--- config.mk ---
export PLATFORM = sky130hd
export DESIGN_NAME = right_shift_serializer
export DESIGN_NICKNAME = d
export VERILOG_FILES = /design/src/rtl/shift_pkg.sv /design/src/rtl/right_shift_serializer.sv
export SDC_FILE = /design/constraint.sdc
export NUM_CORES = 1
export LEC_CHECK = 0
export CORE_MARGIN = 1
export CORE_UTILIZATION = 25
export DETAILED_ROUTE_END_ITERATION = 7
export SLEW_MARGIN = 0
export SYNTH_ARGS = -nofsm -noshare
export SYNTH_HDL_FRONTEND = slang
export SYNTH_SLANG_ARGS = --single-unit
--- constraint.sdc ---
create_clock -name clk -period 2.7 [get_ports clk]
set_input_delay 0.27 -clock clk [delete_from_list [all_inputs] [get_ports clk]]
set_output_delay 0.27 -clock clk [all_outputs]
set_load 0.02 [all_outputs]
--- src/rtl/shift_pkg.sv ---
// Shared types and helpers for the right-shift datapath: the serializer and
// the combinational shifter use the same zero-fill shift.
package shift_pkg;

    typedef enum logic {IDLE, SHIFT} ser_state_t;

    localparam int DEF_WIDTH = 5;
    localparam int MAX_W     = 64;

    // Logical right shift by one, MSB zero-filled. Callers zero-extend to MAX_W.
    function automatic logic [MAX_W-1:0] shr1(input logic [MAX_W-1:0] x);
        return x >> 1;
    endfunction

endpackage

--- src/rtl/right_shift_serializer.sv ---
// Accepts a parallel word on a valid/ready handshake and streams it LSB-first,
// one bit per accepted beat, with last/done framing for the serial consumer.
module right_shift_serializer
    import shift_pkg::*;
#(
    parameter int WIDTH = DEF_WIDTH,
    parameter int CNT_W = $clog2(WIDTH + 1)
) (
    input  logic             clk,
    input  logic             rst,
    input  logic             in_valid,
    output logic             in_ready,
    input  logic [WIDTH-1:0] in_data,
    output logic             ser_valid,
    input  logic             ser_ready,
    output logic             ser_bit,
    output logic             ser_last,
    output logic [WIDTH-1:0] shreg,
    output logic             busy,
    output logic             done
);

    ser_state_t       state;
    logic [CNT_W-1:0] cnt;
    logic             last_beat;

    assign in_ready  = (state == IDLE);
    assign ser_valid = (state == SHIFT);
    assign busy      = (state == SHIFT);
    assign ser_bit   = shreg[0];
    assign ser_last  = (state == SHIFT) && (cnt == CNT_W'(1));
    assign last_beat = ser_valid && ser_ready && (cnt == CNT_W'(1));

    // done is high only in the cycle after the final beat, which is also the
    // first IDLE cycle, so a waiting word is taken back-to-back.
    always_ff @(posedge clk) begin
        if (rst) begin
            state <= IDLE;
            shreg <= '0;
            cnt   <= '0;
            done  <= 1'b0;
        end else begin
            done <= 1'b0;
            case (state)
                IDLE: begin
                    if (in_valid) begin
                        shreg <= in_data;
                        cnt   <= CNT_W'(WIDTH);
                        state <= SHIFT;
                    end
                end
                SHIFT: begin
                    if (ser_ready) begin
                        shreg <= WIDTH'(shr1(MAX_W'(shreg)));
                        cnt   <= cnt - CNT_W'(1);
                        if (last_beat) begin
                            state <= IDLE;
                            done  <= 1'b1;
                        end
                    end
                end
                default: state <= IDLE;
            endcase
        end
    end

endmodule

# Yosys cells after proc, flatten, opt, wreduce, memory -nomap -nowiden
# Cells that the tools add are included.
op_classes:
  add_sub_neg: 1
  eq_ne: 3
  muxes: 11
  bitwise: 2
  n_reduce_logical: 5
ops:
  columns: ["cell", "count"]
  rows:
  - ["5-bit two-way mux", 2]
  - ["5-bit case mux with 2 select lines", 1]
  - ["3-bit two-way mux", 2]
  - ["3-bit case mux with 2 select lines", 1]
  - ["1-bit two-way mux", 4]
  - ["2-bit inequality test (second input constant)", 2]
  - ["3-bit by 1-bit == test with 1-bit output (second input constant)", 1]
  - ["1-bit logical AND", 3]
  - ["3-bit OR reduction", 1]
  - ["3-bit by 1-bit subtractor with 3-bit output (second input constant)", 1]
  - ["1-bit inverter", 2]
  - ["1-bit case mux with 2 select lines", 1]
  - ["2-bit AND reduction", 1]
word_totals:
  regBits: 10
  inputBits: 9
  out_inout_bits: 11
  word_cells: 26

# Depth between registers and ports, before layout
depth:
  word_depth: 5
  ltp_mapped: 5
  mapped_depth_nobuf: 5

# Least setup slack after synthesis
# No wires, ideal clock.
synth_timing:
  path_kind: "reg2reg"
  start: "reg state (netlist: busy)"
  end: "reg cnt[0]"
  setup_time_ns: 0.132
  arrival_time_ns: 1.095
  t_required_ns: 2.568
  slack_ns: 1.473
  path_stages_with_launch: 4
  cell_sequence: "dfxtp_1 mux2_4 a21oi_1 nor2_1"
synth_via:
  elab_chain_cells: 3
  elab_cells_between_ends: 5
synth_lines:
  columns: ["element", "line", "text"]
  rows:
  - ["start: declaration", "right_shift_serializer.sv:23", "ser_state_t state;"]
  - ["start signal: assignment", "right_shift_serializer.sv:38", "state <= IDLE;"]
  - ["start signal: assignment", "right_shift_serializer.sv:49", "state <= SHIFT;"]
  - ["start signal: assignment", "right_shift_serializer.sv:57", "state <= IDLE;"]
  - ["1-bit inverter (no line)", null, null]
  - ["2-bit inequality test (no line)", null, null]
  - ["2-bit AND reduction (no line)", null, null]
  - ["end signal: assignment", "right_shift_serializer.sv:48", "cnt <= CNT_W'(WIDTH);"]
  - ["end signal: assignment", "right_shift_serializer.sv:55", "cnt <= cnt - CNT_W'(1);"]
  - ["end: declaration", "right_shift_serializer.sv:24", "logic [CNT_W-1:0] cnt;"]
# Parallel ways exist; a longest one is shown, timed or not.
# A chain may end at the register's enable or synchronous reset.

# Final worst setup path
layout_timing:
  start: "reg cnt[1]"
  end: "out ser_last"
layout_via:
  elab_chain_cells: 2
layout_lines:
  columns: ["element", "line", "text"]
  rows:
  - ["3-bit by 1-bit == test with 1-bit output", "right_shift_serializer.sv:31", "assign ser_last = (state == SHIFT) && (cnt == CNT_W'(1));"]
  - ["1-bit logical AND", "right_shift_serializer.sv:31", null]
  - ["end: declaration", "right_shift_serializer.sv:17", "output logic ser_last,"]
# No other way between the ends.

==> results.rst <==
.. list-table::
   :header-rows: 1

   * - Metric
     - Value
   * - Outcome
     - finished clean
   * - Routed wire length per instance
     - roughly 10 microns
   * - Post-synth net total
     - 62
   * - Portion of total power attributed to combinational logic
     - 0.281
   * - RSZ-0062 raised after global routing
     - no
   * - Final setup violation count
     - 0
   * - Length of the first detailed-routing pass in iterations
     - 4
   * - GP Congestion
     - ~0.66
   * - PortBufs
     - 19
   * - DRC violations left
     - 0
   * - Area grow syn2layout
     - 42.2%
   * - Maximum root-to-sink buffer count
     - 2
   * - Peak VDD IR
     - 0.000157 V
   * - Number of hold violations in the final report
     - 0
   * - Starting density of the core
     - 0.264
   * - Number of gates given a new drive strength after cts
     - 0
   * - Most common flop cell mapped by yosys
     - dfxtp_1
   * - Deepest level of the CTS H-tree
     - 1
   * - Die area
     - 2240 sq um
   * - Number of buffers added by the clock tree synthesis step
     - 3
   * - Via density
     - 4.32
   * - Average cell area after synthesis
     - roughly 10 sq um
   * - Cell with the biggest individual delay on the critical path
     - clkdlybuf4s50_1
   * - Total via count in the routed design
     - 415
   * - Crit. End Element
     - primary output
   * - Post-Synth XOR/XNOR Area
     - 0
   * - # Max-Cap Violations
     - 0
   * - Largest net degree at the start of global routing
     - 13
   * - Area occupied by registers
     - 200 sq um
   * - Count of inserted antenna diode cells
     - 0
   * - Combined buffer and inverter count along the critical path
     - 2
   * - Count of nets left with antenna violations after detail routing
     - 0
   * - Number of fillers in the final layout
     - 207
   * - Most used standard cells in the synthesized netlist
     - dfxtp_1, mux2i_1, a211oi_2, nor2_1, nor2_2
   * - Utilization after layout
     - 0.376
   * - Top post-synthesis cells by area
     - dfxtp_1, a211oi_2, mux2i_1, ha_1, nor2_2
   * - Multiplexer area fraction after synthesis
     - 0.127
   * - # Post-CTS Setup Buffers
     - 0
   * - Post-layout min period
     - 1840 ps
   * - Library cell used as clock root buffer
     - clkbuf_4
   * - Sequential cell area fraction in the yosys report
     - 0.390
   * - Leakage power
     - between 0.2 and 0.3 nW
   * - Arithmetic-cell share of the synthesized area counting full adders, half adders and majority gates
     - 0.0488
   * - Via count of the first global-routing pass
     - 410
   * - Dpl hpwl
     - about 740 microns
   * - Proportion of power drawn by the clock network
     - 0.268
   * - Portion of synthesized cell area occupied by the leading cell type
     - 0.390
   * - Required time worst endpoint
     - 2430 ps
   * - Aggregate routed wire length
     - around 1000 microns
   * - Signal arrival time at the worst endpoint
     - 1570 ps
   * - Core outline area
     - approximately 1900 sq um
   * - Iteration-0 DRC Markers
     - 1
   * - TritonCTS sink count
     - 10
   * - GRT Residual Overflow
     - 0
   * - Compound-cell area share of the yosys netlist
     - 0.205
   * - Sequential share of power
     - 0.451
   * - Clock latency at the later pin of the worst-skew pair
     - 250 ps
   * - Fraction of the mapped netlist area in simple logic gates
     - 0.134
   * - Maximum single-stage delay on the critical path
     - 600 ps
   * - Overall routing resource usage
     - 0.114
   * - Area used by multi-input combinational logic
     - 264 sq um
   * - Vertical die dimension
     - 47.3 microns
   * - Cell Area, Synth
     - between 500 and 600 sq um
   * - Maximum frequency from static timing analysis
     - 542 MHz
   * - Clock-pin slew on the worst setup and hold paths
     - approximately 70 ps
   * - Fraction of final layout cells with drive strength greater than 1
     - 0.203
   * - Dominant delay contributor by cell family on the critical path
     - buffers and inverters
   * - Cell breakdown of the critical path
     - inv_1, ha_1, and3b_2, clkdlybuf4s50_1
   * - Initial antenna violation count
     - 0
   * - I/O pins
     - 20
   * - Number of library cell types mapped by synthesis
     - 20
   * - Share of flip-flops with an asynchronous set or reset after synthesis
     - 0
   * - Internal Dissipation
     - around 0.00027 W
   * - Final count of pins violating max slew
     - 0
   * - Final sum of negative setup slack
     - 0 ps
   * - Total of flip-flops plus latches after synthesis
     - 10
   * - CP startpoint kind
     - flip-flop
   * - Largest clock skew in the final design
     - 0.437 ps
   * - Relative max-transition margin
     - 0.698
   * - Transition time of the tightest slew-check pin
     - 452 ps
   * - CTS tree
     - yes
   * - Final cycle utilization of the critical path
     - 0.683
   * - Quantity of hold-fixing buffers added after cts
     - 0
   * - Site Rows
     - 16
   * - Top-count cell post-synth
     - dfxtp_1
   * - Type of the worst min-delay path
     - flip-flop to flip-flop
   * - Largest area contributor in the netlist
     - dfxtp_1
   * - Gate count of the mapped netlist
     - 51
   * - P per Cell Area
     - between 500 and 600 nW/um^2
   * - Count of flip-flops with a built-in enable after synthesis
     - 0
   * - Combinational family with the most area after synthesis
     - compound AO/OA/AOI/OAI gates
   * - First-pass GRT wire length
     - 1730 microns
   * - Die width
     - ~47 microns
   * - WS Path Type
     - flip-flop to primary output
   * - # nets final
     - 82
   * - Switching component of the power
     - about 0.00011 W
   * - Sw frac
     - 0.293
   * - Highest net fanout along the worst path
     - 3
   * - Number of synthesis warnings
     - 0
[cell type report]
cell class / count / share of cell area
flip-flops and latches: 10 / 0.274
inverters: 3 / 0.0154
well taps: 27 / 0.0463
repair buffers: 20 / 0.271
clock buffers: 3 / 0.0309
multi-input cells: 33 / 0.362
[kinds of logic (layout without fill, tap and decap cells)]
logic type | count (synthesis) | after routing
buffers and inverters | 8 | 26
DFF | 10 | 10
muxes | 6 | 6
adders and majority gates | 2 | 2
and+or+nand+nor | 13 | 13
AOI/OAI and AO/OA | 12 | 12
[power by group through the flow]
| stage | clock network, W | logic (W) | registers, W |
|---|---|---|---|
| after floorplan | 0 | 0.0000581 | 0.000182 |
| after global placement | 0 | 0.000106 | 0.000173 |
| after detailed placement | 0 | 0.000107 | 0.000173 |
| after CTS | 0.000102 | 0.000107 | 0.000170 |
| after global routing | 0.000108 | 0.000115 | 0.000172 |
| final | 0.000100 | 0.000106 | 0.000169 |
[layout by cell type, fill, tap and decap left out, drive strengths merged]
master | netlist | routed
clkdlybuf4s50 | 0 | 19
dfxtp | 10 | 10
nor2 | 8 | 8
mux2i | 5 | 5
a211oi | 5 | 5
inv | 3 | 3
nand2 | 3 | 3
a21oi | 3 | 3
clkbuf | 1 | 3
ha | 2 | 2
and3b | 1 | 1
a41oi | 1 | 1
o21a | 1 | 1
mux2 | 1 | 1
nand3b | 1 | 1
a21boi | 1 | 1
a32oi | 1 | 1
buf | 4 | 1
[flip-flops by register name, indices dropped and copies added, names as in the netlist]
name	flops
busy	1
shreg	5
done	1
cnt	3
[through the flow]
stage	hold slack [ps]	area (sq um)	total power [W]	setup WS (ps)	std cells
2_1_floorplan	436	513	0.000240	1470	51
3_3_place_gp	444	707	0.000278	1140	93
3_5_place_dp	456	707	0.000280	1130	93
4_1_cts	465	729	0.000379	851	96
5_1_grt	500	729	0.000395	777	96
6_report	464	729	0.000375	856	96
[worst min-delay path, stage by stage (launching register included)]
cell and delay (ps):
dfxtp_1 310, nand2_1 50, a21oi_1 60
[metal layers]
layer	wire (microns)	share of wire	GRT usage	vias to the layer above
met5	0	0	0	-
met4	20	0.020	0.0857	0
met3	41	0.041	0.0231	2
met2	457	0.46	0.184	10
met1	485	0.48	0.132	191
li1	-	-	-	212
[final timing paths]
kind	cells past startpoint	slack (ps)	startpoint	end
setup / recovery	4	860	cnt[1]	ser_last
hold / removal	2	460	cnt[1]	cnt[1]
setup reg to reg	4	1550	busy	cnt[1]
hold reg to reg	2	460	cnt[1]	cnt[1]
Note: power is estimated with default switching activity, not from simulation.
